`src/rtl/sum_unit_arbiter_pkg.sv`:
```
// Shared definitions for the summing-unit arbiter slice.
//   - FSM state encodings (kept as plain 2-bit constants for compatibility
//     with older blocks that decode the state bus directly).
//   - Default widths and timing parameters used by the interface and top.
package sum_arb_pkg;

  localparam logic [1:0] IDLE    = 2'b00;
  localparam logic [1:0] ISSUE   = 2'b01;
  localparam logic [1:0] WAIT    = 2'b10;
  localparam logic [1:0] RESPOND = 2'b11;

  localparam int DEF_N_REQ   = 4;
  localparam int DEF_IDX_W   = 2;
  localparam int DEF_DATA_W  = 32;
  localparam int DEF_RES_W   = 10;
  localparam int DEF_TIMEOUT = 16;
  localparam int DEF_TMO_W   = 5;

endpackage

```
`src/rtl/sum_unit_arbiter_if.sv`:
```
// Bundle of every signal between the arbiter, its requesters and the single
// summing unit.
//   slave  : the arbiter's view (drives done/resp/busy/grant/dev_* outputs).
//   master : the environment's view (requesters plus the summing unit).
//
// Handshake:
//   Requester i raises req[i] with its word on req_data[i*DATA_W +: DATA_W]
//   and holds both stable until it sees done[i] for one cycle; it may drop
//   req at the clock edge that ends the done cycle. The arbiter forwards the
//   word on dev_data with a one-cycle dev_start pulse; the unit answers with
//   a one-cycle dev_valid carrying dev_result. Neither side back-pressures.
//   state exposes the arbiter FSM for observation.
interface sum_unit_arbiter_if
  import sum_arb_pkg::*;
#(
  parameter int N_REQ  = DEF_N_REQ,
  parameter int IDX_W  = DEF_IDX_W,
  parameter int DATA_W = DEF_DATA_W,
  parameter int RES_W  = DEF_RES_W
);

  logic [N_REQ-1:0]        req;
  logic [N_REQ*DATA_W-1:0] req_data;
  logic [N_REQ-1:0]        done;
  logic [RES_W-1:0]        resp_result;
  logic                    resp_error;
  logic                    busy;
  logic [IDX_W-1:0]        grant_id;
  logic                    dev_start;
  logic [DATA_W-1:0]       dev_data;
  logic                    dev_valid;
  logic [RES_W-1:0]        dev_result;
  logic [1:0]              state;

  modport slave (
    input  req, req_data, dev_valid, dev_result,
    output done, resp_result, resp_error, busy, grant_id,
           dev_start, dev_data, state
  );

  modport master (
    output req, req_data, dev_valid, dev_result,
    input  done, resp_result, resp_error, busy, grant_id,
           dev_start, dev_data, state
  );

endinterface

```
`src/rtl/sum_unit_arbiter_rr_picker.sv`:
```
// Combinational round-robin picker.
//   eligible : requesters that may be granted this cycle
//   ptr      : index that has top priority
//   any      : at least one eligible requester
//   idx      : first eligible index scanning ptr, ptr+1, ... mod N_REQ
// The request vector is rotated so ptr lands at bit 0, the lowest set bit is
// found, and the offset is added back to ptr.
module rr_picker #(
  parameter int N_REQ = 4,
  parameter int IDX_W = 2
) (
  input  logic [N_REQ-1:0] eligible,
  input  logic [IDX_W-1:0] ptr,
  output logic             any,
  output logic [IDX_W-1:0] idx
);

  logic [2*N_REQ-1:0] doubled;
  logic [N_REQ-1:0]   rotated;
  logic [IDX_W-1:0]   off;
  logic [IDX_W:0]     sum;

  // rotated[k] == eligible[(ptr + k) mod N_REQ]
  assign doubled = {eligible, eligible};
  assign rotated = doubled[ptr +: N_REQ];
  assign any     = |eligible;

  always_comb begin
    off = '0;
    for (int k = N_REQ - 1; k >= 0; k--) begin
      if (rotated[k]) off = IDX_W'(k);
    end
  end

  always_comb begin
    sum = {1'b0, ptr} + {1'b0, off};
    if (sum >= (IDX_W+1)'(N_REQ)) sum = sum - (IDX_W+1)'(N_REQ);
    idx = sum[IDX_W-1:0];
  end

endmodule

```
`src/rtl/sum_unit_arbiter.sv`:
```
// Round-robin arbiter/sequencer sharing one 4x8-bit summing unit among
// N_REQ requesters. Latches the granted requester's word, pulses the unit's
// start, waits for its valid (with a timeout guard) and returns the sum or
// an error to the requester with a one-cycle done pulse.
//   clk          : clock, rising edge
//   async_reset  : asynchronous, active-low reset
//   bus (slave)  : requester and summing-unit signals, see sum_unit_arbiter_if
// All outputs are registered.
module sum_unit_arbiter
  import sum_arb_pkg::*;
#(
  parameter int N_REQ   = DEF_N_REQ,
  parameter int IDX_W   = DEF_IDX_W,
  parameter int DATA_W  = DEF_DATA_W,
  parameter int RES_W   = DEF_RES_W,
  parameter int TIMEOUT = DEF_TIMEOUT,
  parameter int TMO_W   = DEF_TMO_W
) (
  input logic             clk,
  input logic             async_reset,
  sum_unit_arbiter_if.slave bus
);

  logic [1:0]        state;
  logic [IDX_W-1:0]  rr_ptr;
  logic [TMO_W-1:0]  tmo_cnt;
  logic [N_REQ-1:0]  last_mask;

  logic [N_REQ-1:0]  done_q;
  logic [RES_W-1:0]  resp_result_q;
  logic              resp_error_q;
  logic              busy_q;
  logic [IDX_W-1:0]  grant_id_q;
  logic              dev_start_q;
  logic [DATA_W-1:0] dev_data_q;

  logic [N_REQ-1:0]  eligible;
  logic              pick_any;
  logic [IDX_W-1:0]  pick_idx;
  logic [DATA_W-1:0] pick_word;

  function automatic logic [N_REQ-1:0] onehot(input logic [IDX_W-1:0] i);
    logic [N_REQ-1:0] v;
    v    = '0;
    v[i] = 1'b1;
    return v;
  endfunction

  // The requester just served may still show req for one cycle after its
  // done; last_mask hides it for exactly that IDLE cycle.
  assign eligible = bus.req & ~last_mask;

  rr_picker #(
    .N_REQ (N_REQ),
    .IDX_W (IDX_W)
  ) u_picker (
    .eligible (eligible),
    .ptr      (rr_ptr),
    .any      (pick_any),
    .idx      (pick_idx)
  );

  always_comb begin
    pick_word = '0;
    for (int i = 0; i < N_REQ; i++) begin
      if (pick_idx == IDX_W'(i)) pick_word = bus.req_data[i*DATA_W +: DATA_W];
    end
  end

  always_ff @(posedge clk or negedge async_reset) begin
    if (!async_reset) begin
      state         <= IDLE;
      rr_ptr        <= '0;
      tmo_cnt       <= '0;
      last_mask     <= '0;
      done_q        <= '0;
      resp_result_q <= '0;
      resp_error_q  <= 1'b0;
      busy_q        <= 1'b0;
      grant_id_q    <= '0;
      dev_start_q   <= 1'b0;
      dev_data_q    <= '0;
    end else begin
      // Single-cycle pulses default low.
      dev_start_q <= 1'b0;
      done_q      <= '0;
      case (state)
        IDLE: begin
          last_mask <= '0;
          if (pick_any) begin
            grant_id_q  <= pick_idx;
            dev_data_q  <= pick_word;
            busy_q      <= 1'b1;
            // Raised here so the pulse is visible during ISSUE.
            dev_start_q <= 1'b1;
            state       <= ISSUE;
          end
        end
        ISSUE: begin
          tmo_cnt <= '0;
          state   <= WAIT;
        end
        WAIT: begin
          // A valid arriving together with the last timeout cycle wins.
          if (bus.dev_valid) begin
            resp_result_q <= bus.dev_result;
            resp_error_q  <= 1'b0;
            done_q        <= onehot(grant_id_q);
            state         <= RESPOND;
          end else if (tmo_cnt == TMO_W'(TIMEOUT - 1)) begin
            resp_result_q <= '0;
            resp_error_q  <= 1'b1;
            done_q        <= onehot(grant_id_q);
            state         <= RESPOND;
          end else begin
            tmo_cnt <= tmo_cnt + 1'b1;
          end
        end
        RESPOND: begin
          rr_ptr    <= (grant_id_q == IDX_W'(N_REQ - 1)) ? '0 : grant_id_q + 1'b1;
          last_mask <= onehot(grant_id_q);
          busy_q    <= 1'b0;
          state     <= IDLE;
        end
        default: state <= IDLE;
      endcase
    end
  end

  assign bus.done        = done_q;
  assign bus.resp_result = resp_result_q;
  assign bus.resp_error  = resp_error_q;
  assign bus.busy        = busy_q;
  assign bus.grant_id    = grant_id_q;
  assign bus.dev_start   = dev_start_q;
  assign bus.dev_data    = dev_data_q;
  assign bus.state       = state;

endmodule

```
`src/flat_wrapper.sv`:
```
// flat-port wrapper written by rule: the top's interface ports become plain ports
module sum_unit_arbiter_flat import sum_arb_pkg::*;
#(
  parameter int N_REQ   = DEF_N_REQ,
  parameter int IDX_W   = DEF_IDX_W,
  parameter int DATA_W  = DEF_DATA_W,
  parameter int RES_W   = DEF_RES_W,
  parameter int TIMEOUT = DEF_TIMEOUT,
  parameter int TMO_W   = DEF_TMO_W
)
  (clk, async_reset, bus_req, bus_req_data, bus_dev_valid, bus_dev_result, bus_done, bus_resp_result, bus_resp_error, bus_busy, bus_grant_id, bus_dev_start, bus_dev_data, bus_state);
  sum_unit_arbiter_if #(.N_REQ(N_REQ), .IDX_W(IDX_W), .DATA_W(DATA_W), .RES_W(RES_W)) bus_i ();
  input logic clk;
  input logic async_reset;
  input wire logic [$bits(bus_i.req)-1:0] bus_req;
  input wire logic [$bits(bus_i.req_data)-1:0] bus_req_data;
  input wire logic [$bits(bus_i.dev_valid)-1:0] bus_dev_valid;
  input wire logic [$bits(bus_i.dev_result)-1:0] bus_dev_result;
  output wire logic [$bits(bus_i.done)-1:0] bus_done;
  output wire logic [$bits(bus_i.resp_result)-1:0] bus_resp_result;
  output wire logic [$bits(bus_i.resp_error)-1:0] bus_resp_error;
  output wire logic [$bits(bus_i.busy)-1:0] bus_busy;
  output wire logic [$bits(bus_i.grant_id)-1:0] bus_grant_id;
  output wire logic [$bits(bus_i.dev_start)-1:0] bus_dev_start;
  output wire logic [$bits(bus_i.dev_data)-1:0] bus_dev_data;
  output wire logic [$bits(bus_i.state)-1:0] bus_state;
  assign bus_i.req = bus_req;
  assign bus_i.req_data = bus_req_data;
  assign bus_i.dev_valid = bus_dev_valid;
  assign bus_i.dev_result = bus_dev_result;
  assign bus_done = bus_i.done;
  assign bus_resp_result = bus_i.resp_result;
  assign bus_resp_error = bus_i.resp_error;
  assign bus_busy = bus_i.busy;
  assign bus_grant_id = bus_i.grant_id;
  assign bus_dev_start = bus_i.dev_start;
  assign bus_dev_data = bus_i.dev_data;
  assign bus_state = bus_i.state;
  sum_unit_arbiter #(.N_REQ(N_REQ), .IDX_W(IDX_W), .DATA_W(DATA_W), .RES_W(RES_W), .TIMEOUT(TIMEOUT), .TMO_W(TMO_W)) u_core (.clk(clk), .async_reset(async_reset), .bus(bus_i));
endmodule
```
`config.mk`:
```
export PLATFORM = sky130hd
export DESIGN_NAME = sum_unit_arbiter_flat
export DESIGN_NICKNAME = d
export VERILOG_FILES = /design/src/rtl/sum_unit_arbiter_pkg.sv /design/src/rtl/sum_unit_arbiter_if.sv /design/src/rtl/sum_unit_arbiter_rr_picker.sv /design/src/rtl/sum_unit_arbiter.sv /design/src/flat_wrapper.sv
export SDC_FILE = /design/constraint.sdc
export NUM_CORES = 1
export LEC_CHECK = 0
export ABC_CLOCK_PERIOD_IN_PS = 3550
export CORE_ASPECT_RATIO = 1.2
export CORE_UTILIZATION = 33
export CTS_CLUSTER_SIZE = 40
export DETAILED_ROUTE_END_ITERATION = 10
export GPL_TIMING_DRIVEN = 0
export MAX_ROUTING_LAYER = met4
export PLACE_DENSITY_LB_ADDON = 0.1
export SETUP_SLACK_MARGIN = 0.2
export SYNTH_ARGS = -nofsm -noshare
export SYNTH_HDL_FRONTEND = slang
export SYNTH_SLANG_ARGS = --single-unit
```
`constraint.sdc`:
```
create_clock -name clk -period 3.55 [get_ports clk]
set_input_delay 0.355 -clock clk [delete_from_list [all_inputs] [get_ports clk]]
set_output_delay 0.355 -clock clk [all_outputs]
set_load 0.02 [all_outputs]
```
# After elaboration in Yosys (flattened, before gate mapping)
# Cells that the tools add are included.
dict set report totals {
  ff_bits 64
  inputBits 145
  output_inout_bits 53
  wordCells 76
}
dict set report op_classes {
  add_sub_neg 4
  magnitude_cmp 3
  eq_ne 12
  n_shift 1
  n_mux 31
  bitwise 2
  reduce_logical 12
}
# operator count
set op_table {}
lappend op_table {{two-way mux 32 bit} 4}
lappend op_table {{two-way mux 10 bit} 2}
lappend op_table {{two-way mux 2 bit} 9}
lappend op_table {{two-way mux 4 bit} 3}
lappend op_table {{== test 2 bit, second input constant} 5}
lappend op_table {{two-way mux 5 bit} 2}
lappend op_table {{one-hot mux 5 bit (2 select lines)} 1}
lappend op_table {{one-hot mux 2 bit (4 select lines)} 1}
lappend op_table {{one-hot mux 4 bit (2 select lines)} 1}
lappend op_table {{AND reduction 2 bit} 4}
lappend op_table {{variable part select 8 x 3 -> 4 bit} 1}
lappend op_table {{two-way mux 1 bit} 6}
lappend op_table {{nonzero test 2 bit} 3}
lappend op_table {{adder 5 x 1 -> 5 bit, second input constant} 1}
lappend op_table {{== test 5 x 4 -> 1 bit, second input constant} 1}
lappend op_table {{AND 4 bit} 1}
lappend op_table {{== test 2 x 1 -> 1 bit, second input constant} 2}
lappend op_table {{zero test 2 bit} 2}
lappend op_table {{inequality test 2 bit, second input constant} 2}
lappend op_table {{NOT 4 bit} 1}
lappend op_table {{OR reduction 4 bit} 1}
lappend op_table {{adder 2 x 2 -> 3 bit} 1}
lappend op_table {{>= comparator 3 bit, second input constant} 1}
lappend op_table {{less-than comparator 2 x 3 -> 1 bit, second input constant} 1}
lappend op_table {{other kinds (9)} 9}

# Depth between registers and ports, before layout
# Gate-level depths: netlist of run 1.
dict set report logic_depth {
  word_depth 15
  mapped_depth 15
  mapped_depth_nobuf 12
}

# Cells and area by module
# Synthesis of run 1 repeated with hierarchy kept, for this count alone.
dict set report unflattened {
  hier_cells 326
  hier_area_um2 3509.6
}
# module n_inst cells_per_inst area_each_um2 seq_area_each_um2
set by_module_without_submodules {}
lappend by_module_without_submodules {sum_unit_arbiter 1 299 3330.7 1601.5}
lappend by_module_without_submodules {rr_picker 1 27 178.9 0.0}

# Worst setup path before layout of run 1
# No wires, ideal clock.
dict set report synth_timing {
  kind {register to register}
  start {register u_core.last_mask[3]}
  end {register u_core.dev_data_q[13], in the netlist u_core.bus.dev_data[13]}
  setup_time_ps 122
  arrival_ps 2658
  required_ps 3428
  slack_ps 771
  path_stages_with_launch 13
  path_buffers 2
  synth_period_minus_slack_ps 2779
  path_cell_list {dfrtp_1 or2b_2 a2111oi_0 a21oi_1 o21ai_0 ha_1 buf_2 o2111ai_1 a21oi_1 o21ai_1 clkbuf_1 o221a_2 a32o_1}
}
dict set report synth_via {
  elab_chain_len 15
  elab_cells_between_ends 21
  cone_classes {add/sub: 2; order compare: 1; eq/ne: 3; shift: 1; mux: 9; bitwise: 2; reduce/logical: 3}
}
# element line
set synth_rtl {}
lappend synth_rtl {{start: declaration} sum_unit_arbiter.sv:27} ;# logic [N_REQ-1:0] last_mask;
lappend synth_rtl {{start signal: assignment} sum_unit_arbiter.sv:121} ;# last_mask <= onehot(grant_id_q);
lappend synth_rtl {{NOT 4 bit *} sum_unit_arbiter.sv:51} ;# assign eligible = bus.req & ~last_mask;
lappend synth_rtl {{AND 4 bit *} sum_unit_arbiter.sv:51}
lappend synth_rtl {{variable part select 8 x 3 -> 4 bit} sum_unit_arbiter_rr_picker.sv:25} ;# assign rotated = doubled[ptr +: N_REQ];
lappend synth_rtl {{two-way mux 2 bit (4 in a row)} sum_unit_arbiter_rr_picker.sv:31} ;# if (rotated[k]) off = IDX_W'(k);
lappend synth_rtl {{adder 2 x 2 -> 3 bit} sum_unit_arbiter_rr_picker.sv:36} ;# sum = {1'b0, ptr} + {1'b0, off};
lappend synth_rtl {{>= comparator 3 bit / subtractor 2 x 1 -> 2 bit (equally long branches)} sum_unit_arbiter_rr_picker.sv:37} ;# if (sum >= (IDX_W+1)'(N_REQ)) sum = sum - (IDX_W+1)'(N_REQ);
lappend synth_rtl {{two-way mux 2 bit} sum_unit_arbiter_rr_picker.sv:37}
lappend synth_rtl {{zero test 2 bit} sum_unit_arbiter.sv:66} ;# if (pick_idx == IDX_W'(i)) pick_word = bus.req_data[i*DATA_W +: DATA_W];
lappend synth_rtl {{two-way mux 32 bit (4 in a row)} sum_unit_arbiter.sv:66}
lappend synth_rtl {{end signal: assignment} sum_unit_arbiter.sv:92} ;# dev_data_q <= pick_word;
lappend synth_rtl {{end: declaration} sum_unit_arbiter.sv:35} ;# logic [DATA_W-1:0] dev_data_q;
# Every way passes the cells marked *; elsewhere a longest branch is shown, timed or not.
# A chain may end at the register's enable or synchronous reset.

# Worst setup path after layout of run 1
dict set report layout_timing {
  start {input port bus_req[3]}
  end {register u_core.dev_data_q[5], in the netlist u_core.bus.dev_data[5]}
}
dict set report layout_via {
  elab_chain_len 14
  elab_cells_between_ends 20
  cone_classes {add/sub: 2; order compare: 1; eq/ne: 3; shift: 1; mux: 9; bitwise: 1; reduce/logical: 3}
}
# element line
set layout_rtl {}
lappend layout_rtl {{start: declaration} flat_wrapper.sv:15} ;# input wire logic [$bits(bus_i.req)-1:0] bus_req;
lappend layout_rtl {{AND 4 bit *} sum_unit_arbiter.sv:51}
lappend layout_rtl {{variable part select 8 x 3 -> 4 bit} sum_unit_arbiter_rr_picker.sv:25}
lappend layout_rtl {{two-way mux 2 bit (4 in a row)} sum_unit_arbiter_rr_picker.sv:31}
lappend layout_rtl {{adder 2 x 2 -> 3 bit} sum_unit_arbiter_rr_picker.sv:36}
lappend layout_rtl {{>= comparator 3 bit / subtractor 2 x 1 -> 2 bit (equally long branches)} sum_unit_arbiter_rr_picker.sv:37}
lappend layout_rtl {{two-way mux 2 bit} sum_unit_arbiter_rr_picker.sv:37}
lappend layout_rtl {{zero test 2 bit} sum_unit_arbiter.sv:66}
lappend layout_rtl {{two-way mux 32 bit (4 in a row)} sum_unit_arbiter.sv:66}
# Marked as above.

==> impl_summary.log, run 1 <==
INFO  metric totalNegativeSetupSlack = 0 ns
INFO  metric synth.top_cells.by_area = dfrtp_1 36%, o221a_2 7.5%, mux2i_1 7.4%
INFO  metric dieHeight = around 130 um
INFO  metric yosys_most_used_dff = dfrtp_1
INFO  metric drv_cap = 0
INFO  metric rows = 46
INFO  metric switching_share = a little under half
INFO  metric startpoint_type = input port
INFO  metric cts_inserted_buffers = 9
INFO  metric crit_family = compound AO/OA/AOI/OAI gates
INFO  metric power.share.sequential = between 10% and 20%
INFO  metric h_tree_levels = 3
INFO  metric grt_pass1_wl = 23,900 um
INFO  metric nFillCells = roughly 1,300
INFO  metric synth_warnings = 0
INFO  metric worst_setup_hold_path_clk_slew = roughly 0.06 ns
INFO  metric maximum_root_to_sink_buffer_count = 2
INFO  metric cell_internal_pwr = 3.97 mW
INFO  metric timing.critical_path.depth = 12
INFO  metric worst_hold_class = in -> async
INFO  metric timing.critical_path.fanout_max = 10
INFO  metric cp.required = 3.77 ns
INFO  metric max-vdd-ir-drop = roughly 0.47 mV
INFO  metric number_of_antenna_violations_at_the_first_check_in_global_routing = 0
INFO  metric worstReg2RegStart = u_core.last_mask[3]
INFO  metric ys_seq_elements = 64
INFO  metric average_footprint_of_a_synthesized_cell = about 9 um2
INFO  metric clock_latency = 0.34 ns
INFO  metric switching_power_of_the_nets = 3.28 mW
INFO  metric final_core_util = 53.2%
INFO  metric min_period = about 3.2 ns
INFO  metric detailed_place.area = 0.00666 mm2
INFO  metric finalWeightedCongestion = 0.830
INFO  metric outcome = completed
INFO  metric grt_use_total = between 20% and 30%
INFO  metric ios = ~200
INFO  metric reg2regPathDepth = 11
INFO  metric worst-slew-pin-transition = 0.904 ns
INFO  metric hold-worst-slack = about 0.14 ns
INFO  metric gr-usage-met2 = 38.8%
INFO  metric antenna_cells = 0
INFO  metric cp_cell_sequence = clkdlybuf4s50_1 -> or2b_2 -> o311a_1 -> o21ai_0 -> ha_1 -> clkbuf_4 -> o2111ai_1 -> a21oi_1 -> o21ai_2 -> clkbuf_2 -> o221a_2 -> a32o_1
INFO  metric layout_worst_path_cycle_share = between 80% and 90%
INFO  metric grt_setup_unrepaired = no
INFO  metric critPathMaxStageDelay = 0.50 ns
INFO  metric grt_start_max_net_pins = 65
INFO  metric root_buffer = clkbuf_16
INFO  metric initial_utilization = between 30% and 40%
INFO  metric slew_viol_final = 0
INFO  metric post-dp-hpwl = 11,100 um
INFO  metric final_design_area_no_fill = 0.00704 mm2
INFO  metric synth_enable_flop_cells = 0
INFO  metric netlist.area_leader.share = 35.8%
INFO  metric timing.critical_path.slowest_stage_cell = clkdlybuf4s50_1
INFO  metric leak_pwr = between 2 and 3 nW
INFO  metric mappedNetlistArea = between 0.004 and 0.005 mm2
INFO  metric mappedNetlistNets = ~660
INFO  metric setup_viol_count_final = 0
INFO  metric die-width = around 110 um
INFO  metric asyncSetResetFlopFracSynth = between 90% and 100%
INFO  metric overflow = 0
INFO  metric core_area = about 0.013 mm2
INFO  metric criticalPathCategory = in -> reg
INFO  metric placement.io_buffers = between 150 and 200
INFO  metric top_usage_layer = met2
INFO  metric nets = ~870
INFO  metric worst_r2r_endpoint = u_core.bus.dev_data[5]
INFO  metric drt_pre_antenna_iters = 4
INFO  metric number_of_distinct_library_cells_after_synthesis = 46
INFO  metric met3_usage = 5.13%
INFO  metric routed_wirelength = about 15,000 um
INFO  metric vias_in_the_first_global_route = approximately 4,800
INFO  metric globalRouteMet1Util = roughly 26%
INFO  metric post-synth-top-area-cell = dfrtp_1
INFO  metric final_antenna_net_count = 0
INFO  metric syn2layout_area_growth = 57.2%
INFO  metric report.final.hold_viol_count = 0
INFO  metric comb_power_share = between 60% and 70%
INFO  metric timing.critical_path.arrival = roughly 3.4 ns
INFO  metric route.detailed.wl_per_inst = between 15 and 20 um
INFO  metric dieArea = 0.0140 mm2
INFO  metric critPathCaptureType = flop
INFO  metric fin_skew = roughly 0.0066 ns
INFO  metric detailedRoute.firstIterationViolations = approximately 200
INFO  metric clock_power_share = 13.8%
INFO  metric power_per_cell_area = ~1000 mW/mm2
INFO  metric slew_headroom = between 30% and 40%
INFO  metric worstPathBufferInverterCount = 3
INFO  metric clock_sinks = between 60 and 70
INFO  metric rrSetupSlack = about 0.52 ns
INFO  metric cts_tree = done
INFO  metric routed_via_density = 5.40
INFO  metric final_layout_size_suffix_gt1_share = approximately 13%
INFO  metric max_freq = between 300 and 400 MHz
INFO  metric postSynthCellCount = 500
INFO  metric via_count = around 4,800
INFO  metric synth_seq_area_share = a little over a third
INFO  metric drc_errors = 0
[logic make-up after synthesis]
kind of cell,Yosys count,synth area share [%]
and+or+nand+nor,152,14.6
DFF,64,35.8
muxes,34,7.63
buffers and inverters,58,5.67
AOI/OAI and AO/OA,176,31.7
adders and majority gates,13,3.60
xor gates and xnor gates,3,1.01
[metrics by stage]
stage | setup slack (ns) | cells | total power [mW]
final | 0.380 | 881 | 7.25
after global routing | 0.204 | 881 | 7.79
after CTS | 0.215 | 881 | 7.28
after detailed placement | -0.284 | 865 | 6.23
after global placement | -0.282 | 865 | 6.10
after floorplan | 0.771 | 500 | 4.56
[power by group through the flow]
stage                     sequential [mW]  clock (mW)  combinational, mW
after floorplan                      1.61           0               2.95
after global placement               1.28           0               4.81
after detailed placement             1.29           0               4.94
after CTS                            1.28        1.02               4.97
after global routing                 1.32        1.06               5.42
final                                1.28       0.999               4.98
[final cells by class]
cell class	count	area, um2	area share, %
sequential	64	1600	22.8
buffer	45	233	3.31
clock inverter	7	104	1.48
clock buffer	9	225	3.20
tap	168	210	2.99
inverter	13	48.8	0.693
timing repair buffer	197	1970	28.0
multi-input combinational	378	2650	37.6
[worst max path at each step]
stage / end / from / slack, ns
floorplan: u_core.bus.dev_data[13] / u_core.last_mask[3] / 0.77
global placement: u_core.bus.dev_data[7] / async_reset / -0.28
detailed placement: u_core.bus.dev_data[21] / bus_req[3] / -0.28
CTS: u_core.bus.dev_data[25] / bus_req[3] / 0.22
global route: u_core.bus.dev_data[9] / bus_req[2] / 0.20
finish: u_core.bus.dev_data[5] / bus_req[3] / 0.38
[synthesized netlist by cell type (4+ instances only)]
| master | number |
|---|---|
| dfrtp_1 | 64 |
| a22o_1 | 10 |
| nor2b_1 | 4 |
| nand3_1 | 4 |
| o21bai_1 | 32 |
| o2111ai_1 | 4 |
| a21oi_1 | 6 |
| ha_1 | 12 |
| o221a_2 | 30 |
| mux2i_1 | 33 |
| buf_2 | 8 |
| clkbuf_1 | 31 |
| nor2_1 | 75 |
| a32o_1 | 32 |
| nand2b_1 | 4 |
| inv_1 | 12 |
| o21ai_0 | 49 |
| nand2_1 | 52 |
[what timing repair did]
action | CTS | global route
buffers inserted | 0 | 0
pin swaps | 0 | 1
setup endpoints to repair | 30 | 33
resized for setup | 6 | 32
hold buffers | 0 | 0
[cells in the final DEF (no fill, tap or decap), types with 5 or more instances in the layout]
cell and instances:
o221a_2 30, dfrtp_1 64, mux2i_1 32, a22o_1 10, nor2_1 75, inv_1 12
clkbuf_16 9, buf_2 7, nand2_1 52, clkbuf_2 17, a21oi_1 5, ha_1 12
a32o_1 32, o21ai_0 49, clkdlybuf4s50_1 196, o21bai_1 32, clkbuf_1 14
[layer usage]
layer,vias up,part of all wire [%]
met5,-,0
met4,0,2.5
met2,169,50
met1,2284,42
met3,31,5.7
li1,2274,-
[sequential cells by signal, indices dropped and copies added (netlist names)]
name,flops
u_core.tmo_cnt,5
u_core.bus.grant_id,2
u_core.last_mask,4
u_core.bus.resp_error,1
u_core.bus.dev_data,32
u_core.rr_ptr,2
u_core.bus.dev_start,1
u_core.bus.done,4
u_core.bus.state,2
u_core.bus.resp_result,10
u_core.bus.busy,1
[worst reg2reg max path: stages, from the launching register on]
cell and delay [ns]:
dfrtp_1 0.39, or2b_2 0.38, o311a_1 0.30, o21ai_0 0.19, ha_1 0.18, clkbuf_4 0.22
o2111ai_1 0.14, a21oi_1 0.22, o21ai_2 0.15, clkbuf_2 0.24, o221a_2 0.29, a32o_1 0.24
Note: power is estimated with default switching activity, not from simulation.
==> run 2: changes to the inputs <==
--- a/config.mk
+++ b/config.mk
@@ -7,6 +7,7 @@
 export LEC_CHECK = 0
 export ABC_CLOCK_PERIOD_IN_PS = 3550
 export CORE_ASPECT_RATIO = 1.2
+export CORE_MARGIN = 2
 export CORE_UTILIZATION = 33
 export CTS_CLUSTER_SIZE = 40
 export DETAILED_ROUTE_END_ITERATION = 10
==> run 2 against run 1 <==
Via count rose by 1.2%. Cell area rose by 0.48%. Sequential power barely moved. Wire length rose by 3.6%. Clock power barely moved. Register-to-register slack barely moved. Sequential share of layout area fell by 0.11 points. Global-route usage fell by 0.51 points. Combinational power rose by 1%. Largest power group unchanged. Hold slack got worse by 0.018 ns.
==> impl_summary.log, run 2 (synthesized netlist as in run 1, its figures left out) <==
INFO  metric outcome = completed (unchanged)
INFO  metric detailed_place.area = 0.00666 mm2 (unchanged)
INFO  metric leak_pwr = 2.99 nW (was 2.97 nW)
INFO  metric h_tree_levels = 3 (unchanged)
INFO  metric max-vdd-ir-drop = 0.395 mV (was 0.473 mV)
INFO  metric most-common-layout-cells = 196 x clkdlybuf4s50_1, 75 x nor2_1, 64 x dfrtp_1, 52 x nand2_1, 49 x o21ai_0 (unchanged)
INFO  metric maximum_root_to_sink_buffer_count = 2 (unchanged)
INFO  metric cts_tree = done (unchanged)
INFO  metric overflow = 0 (unchanged)
INFO  metric dieHeight = 132 um (was 130 um)
INFO  metric via_count = 4,816 (was 4,758)
INFO  metric cp.required = 3.77 ns (about the same)
INFO  metric antenna_cells = 0 (unchanged)
INFO  metric drc_errors = 0 (unchanged)
INFO  metric min_period = 3.16 ns (was 3.17 ns)
INFO  metric detailedRoute.firstIterationViolations = 202 (was 197)
INFO  metric worst_hold_class = in -> async (unchanged)
INFO  metric power_per_cell_area = 1040 mW/mm2 (was 1030 mW/mm2)
INFO  metric grt_use_total = 22.2% (was 22.7%)
INFO  metric critPathCaptureType = flop (unchanged)
INFO  metric initial_utilization = 33.8% (unchanged)
INFO  metric worst-slew-pin-transition = 0.869 ns (was 0.904 ns)
INFO  metric timing.critical_path.depth = 13 (was 12)
INFO  metric layout_worst_path_cycle_share = 89.0% (was 89.3%)
INFO  metric fin_skew = 0.00974 ns (was 0.00662 ns)
INFO  metric core_area = 0.0132 mm2 (unchanged)
INFO  metric grt_start_max_net_pins = 65 (unchanged)
INFO  metric startpoint_type = input port (unchanged)
INFO  metric post-dp-hpwl = 11,500 um (was 11,100 um)
INFO  metric placement.io_buffers = 197 (unchanged)
INFO  metric number_of_antenna_violations_at_the_first_check_in_global_routing = 0 (unchanged)
INFO  metric final_antenna_net_count = 0 (unchanged)
INFO  metric dieArea = 0.0145 mm2 (was 0.0140 mm2)
INFO  metric final_layout_size_suffix_gt1_share = 13.2% (was 12.8%)
INFO  metric clock_latency = 0.34 ns (about the same)
INFO  metric cp_cell_sequence = clkdlybuf4s50_1 -> or2b_2 -> a2111oi_0 -> a21oi_1 -> o21ai_0 -> ha_1 -> clkbuf_4 -> o2111ai_1 -> a21oi_1 -> o21ai_2 -> buf_4 -> o221a_2 -> a32o_1 (was clkdlybuf4s50_1 -> or2b_2 -> o311a_1 -> o21ai_0 -> ha_1 -> clkbuf_4 -> o2111ai_1 -> a21oi_1 -> o21ai_2 -> clkbuf_2 -> o221a_2 -> a32o_1)
INFO  metric timing.critical_path.arrival = 3.38 ns (was 3.39 ns)
INFO  metric ios = 198 (unchanged)
INFO  metric drt_pre_antenna_iters = 6 (was 4)
INFO  metric hold-worst-slack = 0.126 ns (was 0.143 ns)
INFO  metric criticalPathCategory = in -> reg (unchanged)
INFO  metric multi_input_comb_area = 0.00266 mm2 (was 0.00265 mm2)
INFO  metric timing.critical_path.mode_cell = a21oi_1
INFO  metric grt_setup_unrepaired = no (unchanged)
INFO  metric setup_viol_count_final = 0 (unchanged)
INFO  metric grt_pass1_wl = 24,400 um (was 23,900 um)
INFO  metric rows = 46 (unchanged)
INFO  metric route.detailed.wl_per_inst = 18.1 um (was 17.5 um)
INFO  metric slew_headroom = 42.1% (was 39.7%)
INFO  metric report.final.hold_viol_count = 0 (unchanged)
INFO  metric root_buffer = clkbuf_16 (unchanged)
INFO  metric routed_via_density = 5.46 (was 5.40)
INFO  metric layout.cells.most_common = clkdlybuf4s50_1 (unchanged)
INFO  metric final_design_area_no_fill = 0.00707 mm2 (was 0.00704 mm2)
INFO  metric nFillCells = 1,261 (was 1,254)
INFO  metric nets = 866 (was 865)
INFO  metric totalNegativeSetupSlack = 0 ns (unchanged)
INFO  metric vias_in_the_first_global_route = 4,717 (was 4,808)
INFO  metric slew_viol_final = 0 (unchanged)
INFO  metric reg2regPathDepth = 12 (was 11)
INFO  metric die-width = 110 um (was 108 um)
INFO  metric finalWeightedCongestion = 0.856 (was 0.830)
INFO  metric cts_inserted_buffers = 9 (unchanged)
INFO  metric timing.critical_path.fanout_max = 10 (unchanged)
INFO  metric finalPower = 7.32 mW (was 7.25 mW)
INFO  metric routed_wirelength = 15,900 um (was 15,400 um)
INFO  metric drv_cap = 0 (unchanged)
INFO  metric largest_register_ff_count = 32 (unchanged)
INFO  metric holdBufCountCts = 0 (unchanged)
INFO  metric timing.critical_path.slowest_stage_cell = clkdlybuf4s50_1 (unchanged)
INFO  metric ff_latch_area = 0.00160 mm2 (unchanged)
INFO  metric syn2layout_area_growth = 57.9% (was 57.2%)
INFO  metric worstPathBufferInverterCount = 3 (unchanged)
INFO  metric critPathMaxStageDelay = 0.50 ns (about the same)
INFO  metric crit_family = compound AO/OA/AOI/OAI gates (unchanged)
INFO  metric clock_sinks = 64 (unchanged)
INFO  metric max_freq = 317 MHz (was 315 MHz)
INFO  metric worst_setup_hold_path_clk_slew = 0.07 ns (was 0.06 ns)
[run 2: metal layers]
metal / part of all wire [%] / track usage (%) / up-vias / wire length (um)
met5: 0 / - / - / 0
met1: 41 / 26.8 / 2318 / 6550
met4: 2.5 / 7.29 / 0 / 391
met3: 6.6 / 4.56 / 31 / 1060
met2: 50 / 36.7 / 195 / 7940
li1: - / - / 2272 / -
[run 2: report_power, final]
group,leakage [nW],internal (mW),switching (mW)
Sequential,0.790,1.08,0.206
Clock,0.161,0.624,0.383
Combinational,2.04,2.30,2.74
[run 2: worst register-to-register path, cell delays in order, from the launching register on]
cell       delay (ns)
dfrtp_1          0.39
or2b_2           0.37
a2111oi_0        0.39
a21oi_1          0.06
o21ai_0          0.10
ha_1             0.17
clkbuf_4         0.23
o2111ai_1        0.15
a21oi_1          0.22
o21ai_2          0.13
buf_4            0.21
o221a_2          0.26
a32o_1           0.24
[run 2: worst paths after layout]
check	end	slack (ns)	start
worst max-delay path	u_core.bus.dev_data[27]	0.39	bus_req[3]
worst min-delay path	u_core.bus.resp_result[0]	0.13	async_reset
worst max register to register	u_core.bus.dev_data[27]	0.53	u_core.last_mask[3]
worst min register to register	u_core.bus.dev_data[22]	0.49	u_core.bus.dev_data[22]
max in group asynchronous	u_core.bus.dev_data[5]	2.86	async_reset
min in group clk	u_core.bus.dev_data[22]	0.49	u_core.bus.dev_data[22]
[run 2: timing repair]
item	in CTS	in global routing
setup buffers	0	1
pin swaps	0	4
endpoints found under the setup margin	30	32
gates resized for setup	6	47
[run 2: final cells by class]
class / instances / area share [%]
multi-input combinational: 378 / 37.6
timing repair buffer: 198 / 27.9
sequential: 64 / 22.6
clock inverter: 7 / 1.47
tap: 168 / 2.97
inverter: 13 / 0.690
buffer: 45 / 3.47
clock buffer: 9 / 3.18
[run 2: per-stage QoR]
stage,util (%),instances,worst slack (ns)
floorplan,-,500,0.771
global placement,50.3,865,-0.303
detailed placement,50.3,865,-0.283
CTS,52.8,881,0.217
global route,53.4,882,0.200
finish,53.4,882,0.392
